<file path="config.mk">
export PLATFORM = sky130hd
export DESIGN_NAME = v_debounce_pulse
export DESIGN_NICKNAME = d
export VERILOG_FILES = /design/src/rtl/v_debounce_pulse_pkg.sv /design/src/rtl/v_sync2.sv /design/src/rtl/v_debounce_pulse.sv
export SDC_FILE = /design/constraint.sdc
export NUM_CORES = 1
export LEC_CHECK = 0
export ABC_AREA = 1
export CORE_AREA = 3 3 40 42
export DETAILED_ROUTE_END_ITERATION = 7
export DIE_AREA = 0 0 43 45
export GPL_TIMING_DRIVEN = 1
export PLACE_DENSITY = 0.58
export SLEW_MARGIN = 20
export SYNTH_ARGS = -nofsm -noshare
export SYNTH_HDL_FRONTEND = slang
export SYNTH_SLANG_ARGS = --single-unit
</file>
<file path="constraint.sdc">
create_clock -name C -period 1.3 [get_ports C]
set_input_delay 0.26 -clock C [delete_from_list [all_inputs] [get_ports C]]
set_output_delay 0.26 -clock C [all_outputs]
set_load 0.03 [all_outputs]
</file>
<file path="src/rtl/v_debounce_pulse_pkg.sv">
// Shared types and limits for the debounce/pulse block.
// Used by the top-level debouncer and reusable by neighbouring blocks.
package v_debounce_pulse_pkg;

  localparam int DB_CYCLES_MIN = 2;
  localparam int DB_CYCLES_MAX = 16;

  // Registered outputs travel together so they always change on the same edge.
  typedef struct packed {
    logic ce;
    logic lvl;
    logic busy;
  } dbp_out_t;

  localparam dbp_out_t DBP_OUT_RESET = '{ce: 1'b0, lvl: 1'b0, busy: 1'b0};

  // True when the parameter pair is usable: DB_CYCLES in range, and the
  // counter wide enough to hold DB_CYCLES-1.
  function automatic bit params_legal(input int db_cycles, input int cnt_w);
    return (db_cycles >= DB_CYCLES_MIN) && (db_cycles <= DB_CYCLES_MAX) &&
           ((1 << cnt_w) >= db_cycles);
  endfunction

endpackage

</file>
<file path="src/rtl/v_sync2.sv">
// Two-flop synchronizer for one asynchronous input bit.
// The reset clears both stages, so the output reads 0 until two edges after release.
module v_sync2 (
  input  logic C,
  input  logic CLR_N,
  input  logic D,
  output logic Q
);

  logic s1;
  logic s2;

  // NOTE: sequential state uses non-blocking assignments so both stages
  // sample their inputs from before the edge; blocking would collapse the chain.
  always_ff @(posedge C or negedge CLR_N) begin
    if (!CLR_N) begin
      s1 <= 1'b0;
      s2 <= 1'b0;
    end else begin
      s1 <= D;
      s2 <= s1;
    end
  end

  assign Q = s2;

endmodule

</file>
<file path="src/rtl/v_debounce_pulse.sv">
// Debounces a raw input and emits a one-cycle count-enable on each accepted press.
// All outputs come straight from registers; D only reaches logic through v_sync2.
module v_debounce_pulse
  import v_debounce_pulse_pkg::*;
#(
  parameter int DB_CYCLES = 8,
  parameter int CNT_W     = 4
) (
  input  logic C,
  input  logic CLR_N,
  input  logic D,
  input  logic EN,
  output logic CE,
  output logic LVL,
  output logic BUSY
);

  localparam logic [1:0] ST_LOW    = 2'd0;
  localparam logic [1:0] ST_ARM_HI = 2'd1;
  localparam logic [1:0] ST_HIGH   = 2'd2;
  localparam logic [1:0] ST_ARM_LO = 2'd3;

  typedef enum logic [1:0] {
    S_LOW    = ST_LOW,
    S_ARM_HI = ST_ARM_HI,
    S_HIGH   = ST_HIGH,
    S_ARM_LO = ST_ARM_LO
  } state_t;

  localparam logic [CNT_W-1:0] CNT_LAST = CNT_W'(DB_CYCLES - 1);
  localparam logic [CNT_W-1:0] CNT_ONE  = CNT_W'(1);

  logic             s2;
  state_t           state_q, state_d;
  logic [CNT_W-1:0] cnt_q, cnt_d;
  dbp_out_t         out_q, out_d;

  v_sync2 u_sync (
    .C     (C),
    .CLR_N (CLR_N),
    .D     (D),
    .Q     (s2)
  );

  always_ff @(posedge C or negedge CLR_N) begin
    if (!CLR_N) begin
      state_q <= S_LOW;
      cnt_q   <= '0;
      out_q   <= DBP_OUT_RESET;
    end else begin
      state_q <= state_d;
      cnt_q   <= cnt_d;
      out_q   <= out_d;
    end
  end

  // NOTE: every variable gets a default before the case so no path leaves
  // one unassigned, which would otherwise infer a latch.
  always_comb begin
    state_d = state_q;
    cnt_d   = cnt_q;
    unique case (state_q)
      S_LOW: begin
        if (s2) begin
          state_d = S_ARM_HI;
          cnt_d   = '0;
        end
      end
      S_ARM_HI: begin
        if (!s2) begin
          state_d = S_LOW;
          cnt_d   = '0;
        end else if (cnt_q == CNT_LAST) begin
          state_d = S_HIGH;
          cnt_d   = '0;
        end else begin
          cnt_d = cnt_q + CNT_ONE;
        end
      end
      S_HIGH: begin
        if (!s2) begin
          state_d = S_ARM_LO;
          cnt_d   = '0;
        end
      end
      S_ARM_LO: begin
        if (s2) begin
          state_d = S_HIGH;
          cnt_d   = '0;
        end else if (cnt_q == CNT_LAST) begin
          state_d = S_LOW;
          cnt_d   = '0;
        end else begin
          cnt_d = cnt_q + CNT_ONE;
        end
      end
      default: begin
        state_d = S_LOW;
        cnt_d   = '0;
      end
    endcase
  end

  // Outputs are registered from the next state so LVL, BUSY and CE all move
  // on the edge that accepts the transition; a press masked by EN is dropped.
  always_comb begin
    out_d      = DBP_OUT_RESET;
    out_d.ce   = (state_q == S_ARM_HI) && (state_d == S_HIGH) && EN;
    out_d.lvl  = (state_d == S_HIGH) || (state_d == S_ARM_LO);
    out_d.busy = (state_d == S_ARM_HI) || (state_d == S_ARM_LO);
  end

  assign CE   = out_q.ce;
  assign LVL  = out_q.lvl;
  assign BUSY = out_q.busy;

endmodule
</file>
# Word-level counts from Yosys, hierarchy flattened
# Index checks and enable logic that the tools add are counted.
word_totals:
  ff_bits: 11
  in_bits: 4
  output_inout_bits: 3
op_classes:
  n_addsub: 1
  eq_ne: 9
  mux: 13
  reduce_logical: 6
ops:
  columns: ["operator", "n"]
  rows:
  - ["two-way mux 4 bit", 5]
  - ["case mux 4 bit (4 select lines)", 1]
  - ["two-way mux 2 bit", 6]
  - ["equality test 2 bit, second input constant", 4]
  - ["case mux 2 bit (4 select lines)", 1]
  - ["adder 4 x 1 -> 4 bit, second input constant", 1]
  - ["equality test 2 x 1 -> 1 bit, second input constant", 2]
  - ["equality test 4 x 3 -> 1 bit, second input constant", 1]
  - ["logical AND 1 bit", 2]
  - ["logical NOT 2 bit", 1]
  - ["logical OR 1 bit", 2]
  - ["!= test 2 x 1 -> 1 bit, second input constant", 1]
  - ["!= test 2 bit, second input constant", 1]
  - ["AND reduction 2 bit", 1]

# Depth between registers and ports, before layout
logic_depth:
  depth_word: 7
  ltp_mapped: 6

# Hierarchy
# From an unflattened synthesis, not the netlist that was laid out.
hier_totals:
  cells_unflattened: 49
  hier_area_um2: 442.9
by_module_without_submodules:
  columns: ["module", "n_inst", "cells_each", "area_each_um2", "seq_area_each_um2"]
  rows:
  - ["v_debounce_pulse", 1, 47, 392.9, 200.2]
  - ["v_sync2", 1, 2, 50.0, 50.0]

# Worst setup path before layout
# OpenSTA, ideal clock, no wires.
synth_path:
  path_type: "reg-to-reg"
  start: "register LVL (netlist name)"
  end: "register cnt_q[2]"
  setup_time_ns: 0.074
  arrival_time_ns: 1.038
  t_required_ns: 1.226
  path_slack_ns: 0.188
  stages_incl_launch_ff: 7
  period_less_slack_ns: 1.112
  cell_sequence: "dfrtp_1 > inv_1 > nand2_2 > nand2_2 > nor2_2 > nand2_1 > o21ai_2"
synth_rtl:
  columns: ["element", "line_no", "source"]
  rows:
  - ["to (signal assigned)", "v_debounce_pulse.sv:52", "cnt_q <= cnt_d;"]
  - ["to (decl)", "v_debounce_pulse.sv:35", "logic [CNT_W-1:0] cnt_q, cnt_d;"]

# Worst setup path in the final report
layout_path:
  start: "register out_q, in the netlist BUSY"
  end: "output BUSY"
layout_rtl:
  columns: ["element", "line_no", "source"]
  rows:
  - ["from (decl)", "v_debounce_pulse.sv:36", "dbp_out_t out_q, out_d;"]
  - ["from (signal assigned)", "v_debounce_pulse.sv:53", "out_q <= out_d;"]
  - ["to (decl)", "v_debounce_pulse.sv:15", "output logic BUSY"]
# No word-level cell between the ends.

==> impl_metrics.xml <==
<?xml version="1.0" encoding="UTF-8"?>
<metrics>
  <group name="routing">
    <metric name="num_vias" unit="">334</metric>
    <metric name="post_drt_via_cell_ratio" unit="">4.51</metric>
    <metric name="finalWirelength" unit="µm">692</metric>
    <metric name="drt-initial-drc-count" unit="">6</metric>
    <metric name="detail-route-antenna-nets" unit="">0</metric>
    <metric name="drt_pre_antenna_iters" unit="">3</metric>
    <metric name="drt-wirelength-per-cell" unit="µm">9.35</metric>
    <metric name="drc" unit="">0</metric>
  </group>
  <group name="setup_path">
    <metric name="worst_r2r_path_depth" unit="">6</metric>
    <metric name="critical_path.max_fanout" unit="">1</metric>
    <metric name="arrival" unit="ps">970</metric>
    <metric name="setup.worst_path.start_class" unit="">flip-flop</metric>
    <metric name="max_stage_delay" unit="ps">390</metric>
    <metric name="setup.worst_path.class" unit="">flip-flop to output pin</metric>
    <metric name="critical_path.top_delay_family" unit="">buffers and inverters</metric>
    <metric name="crit_path_cells" unit="">dlygate4sd2_1</metric>
    <metric name="cp.depth" unit="">1</metric>
    <metric name="worstPathBufferInverterCount" unit="">1</metric>
    <metric name="setup.worst_path.end_class" unit="">output pin</metric>
    <metric name="worst_path_max_delay_cell" unit="">dlygate4sd2_1</metric>
    <metric name="crit_required" unit="ps">1040</metric>
  </group>
  <group name="clock_network">
    <metric name="cts_sinks" unit="">10</metric>
    <metric name="cts_max_level" unit="">1</metric>
    <metric name="cts_post_setup_buffers_inserted" unit="">0</metric>
    <metric name="cts_inserted_buffers" unit="">3</metric>
    <metric name="clock_transition_at_the_registers_of_the_reported_paths" unit="ps">60</metric>
    <metric name="clk-insertion-delay-late" unit="ps">260</metric>
    <metric name="cts_tree" unit="">built</metric>
    <metric name="cts-root-buf" unit="">clkbuf_4</metric>
    <metric name="max-clock-path-buffers" unit="">2</metric>
  </group>
  <group name="global_routing">
    <metric name="vias_in_the_first_global_route" unit="">336</metric>
    <metric name="grtUsageTotal" unit="%">9.68</metric>
    <metric name="grt_first_pass_wirelength" unit="µm">1290</metric>
    <metric name="pin_count_of_the_biggest_net_entering_global_routing" unit="">11</metric>
    <metric name="global_route.overflow_total" unit="">0</metric>
    <metric name="grt_antenna_before_repair" unit="">0</metric>
  </group>
  <group name="sta">
    <metric name="fmax" unit="GHz">0.812</metric>
    <metric name="unrepaired_setup_endpoints_after_global_routing" unit="">false</metric>
    <metric name="final_min_period_over_clock_period" unit="%">94.7</metric>
    <metric name="worst_slew_pin_slew" unit="ps">303</metric>
    <metric name="report.final.hold_viol_count" unit="">0</metric>
    <metric name="clock_skew" unit="ps">1.94</metric>
    <metric name="timing.setup.tns" unit="ps">0</metric>
    <metric name="drv_slew" unit="">0</metric>
    <metric name="finalSetupViolCount" unit="">0</metric>
    <metric name="minimum_period_implied_by_the_final_worst_setup_slack" unit="ps">1230</metric>
    <metric name="max_slew_margin" unit="%">79.9</metric>
  </group>
  <group name="placement">
    <metric name="finalWeightedCongestion" unit="">0.637</metric>
    <metric name="dp.final_hpwl" unit="µm">530</metric>
    <metric name="placement_stage_cell_area" unit="µm²">524</metric>
    <metric name="portBuffers" unit="">6</metric>
  </group>
  <group name="power">
    <metric name="vdd_drop_max" unit="mV">0.482</metric>
    <metric name="powerDensity" unit="nW/µm²">1170</metric>
    <metric name="totalPowerFinal" unit="W">0.000651</metric>
    <metric name="power.static_leakage" unit="nW">0.284</metric>
  </group>
  <group name="synthesis">
    <metric name="synth_largest_type_area_fraction" unit="%">56.8</metric>
    <metric name="post_synth_inst_count" unit="">48</metric>
    <metric name="yosys-top-cells-area" unit="">dfrtp_1 (57%), nand2_1 (14%), inv_1 (5.1%), nand2_2 (4.3%), nand3_1 (3.4%)</metric>
    <metric name="synth_cell_type_count" unit="">13</metric>
    <metric name="post_synth_most_frequent_cells" unit="">nand2_1 (17), dfrtp_1 (10), inv_1 (6)</metric>
    <metric name="dominantRegCellSynth" unit="">dfrtp_1</metric>
    <metric name="synth-seq-area-share" unit="%">56.8</metric>
    <metric name="synthesis.yosys.warnings" unit="">0</metric>
    <metric name="async_reset_ff_share" unit="%">100</metric>
    <metric name="synth.net_count" unit="">53</metric>
    <metric name="synthMostInstantiatedCell" unit="">nand2_1</metric>
    <metric name="synth_enable_flop_cells" unit="">0</metric>
    <metric name="synth.avg_cell_area" unit="µm²">9.18</metric>
    <metric name="synth_seq_cells" unit="">10</metric>
    <metric name="synth_largest_area_cell" unit="">dfrtp_1</metric>
    <metric name="synth.cell_area" unit="µm²">440</metric>
  </group>
  <group name="layout">
    <metric name="final_net_count" unit="">65</metric>
    <metric name="syn_to_final_growth" unit="%">26.7</metric>
    <metric name="final_util" unit="%">43.4</metric>
    <metric name="insertedDiodeCount" unit="">0</metric>
    <metric name="post_route_cells_drive_above_1_share" unit="%">22.0</metric>
    <metric name="layout_filler_cell_count" unit="">129</metric>
    <metric name="design_area" unit="µm²">558</metric>
  </group>
  <group name="outcome">
    <metric name="status" unit="">finished, final reports clean</metric>
  </group>
  <group name="floorplan">
    <metric name="core" unit="µm²">1280</metric>
    <metric name="design.die.area" unit="µm²">1940</metric>
    <metric name="die_w" unit="µm">43</metric>
    <metric name="core.rowCount" unit="">13</metric>
    <metric name="number_of_top_level_design_ports" unit="">7</metric>
    <metric name="die_height" unit="µm">45</metric>
    <metric name="effective_utilization_at_floorplan" unit="%">34.3</metric>
  </group>
  <group name="min_path">
    <metric name="min-delay-path-class" unit="">input port to asynchronous set/reset pin</metric>
  </group>
  <group name="job">
    <metric name="maxCapViolations" unit="">0</metric>
  </group>
</metrics>
worst register-to-register path, cell delays in order (launching register included):
cell and delay, ps:
dfrtp_1 400, ha_1 200, nand2_1 70, nor2_2 110
nand2_2 90, nand2_1 100, inv_1 40
report_power, final:
part           leakage [nW]   total, W  switching, W  internal [W]
Clock                0.0210   0.000269     0.0000990      0.000170
Combinational         0.134  0.0000486     0.0000267     0.0000219
Sequential            0.129   0.000334     0.0000105      0.000323
routing by layer:
| metal | share of wire [%] | wire, µm | vias up | GRT usage [%] |
|---|---|---|---|---|
| met1 | 48 | 329 | 154 | 10.2 |
| met2 | 44 | 305 | 8 | 15.0 |
| li1 | - | - | 170 | - |
| met4 | 1.3 | 9 | 0 | 5.42 |
| met3 | 6.9 | 48 | 2 | 5.98 |
| met5 | 0 | 0 | - | 0 |
cells in the final DEF, fill, tap and decap left out, types with 2 or more instances in the layout:
cell type / instances
dlygate4sd2_1: 2
nor2_2: 2
nand2_2: 3
nand3_1: 3
clkbuf_4: 3
clkdlybuf4s50_1: 3
nand2_1: 17
inv_1: 6
buf_4: 2
dfrtp_1: 10
metrics by stage:
step / setup WS, ps / hold slack (ps) / instances
after floorplan: 188 / -35.6 / 48
after global placement: 70.2 / 336 / 70
after detailed placement: 72.1 / 348 / 70
after CTS: 49.1 / 277 / 74
after global routing: 17.5 / 285 / 74
final: 68.3 / 280 / 74
logic make-up (layout without fill, tap and decap cells):
family	after synthesis	in the layout	synth area share, %
simple gates	28	28	30.1
flops	10	10	56.8
buf+inv	6	17	5.11
compound gates	2	2	3.12
fa+ha+maj	1	1	2.84
xor+xnor	1	1	1.99
final timing paths:
kind                                      startpoint                   end  slack (ps)
worst min register to register   u_sync.s1$_DFF_PN0_    u_sync.Q$_DFF_PN0_         360
max in group asynchronous                      CLR_N  cnt_q[0]$_DFFE_PN0P_         880
worst max-delay path                  BUSY$_DFF_PN0_                  BUSY          70
worst max register to register  cnt_q[0]$_DFFE_PN0P_  state_q[0]$_DFF_PN0_         190
worst min-delay path                           CLR_N          CE$_DFF_PN0_         280
min in group C                   u_sync.s1$_DFF_PN0_    u_sync.Q$_DFF_PN0_         360
final cells by class:
type / count / area (µm²) / share of cell area, %
sequential: 10 / 250 / 44.8
multi-input combinational: 32 / 168 / 30.0
timing repair buffer: 7 / 62.6 / 11.2
clock buffer: 4 / 36.3 / 6.50
inverter: 6 / 22.5 / 4.04
tap: 15 / 18.8 / 3.36
sequential cells by signal, summed over array words and instances (netlist names):
| signal | count |
|---|---|
| cnt_q | 4 |
| BUSY | 1 |
| CE | 1 |
| LVL | 1 |
| state_q | 1 |
| u_sync.Q | 1 |
| u_sync.s1 | 1 |
what timing repair did:
item | in CTS | in global routing
resized for setup | 2 | 0
setup endpoints to repair | 2 | 0
hold buffers | 0 | 0
(Power assumes the default switching activity.)
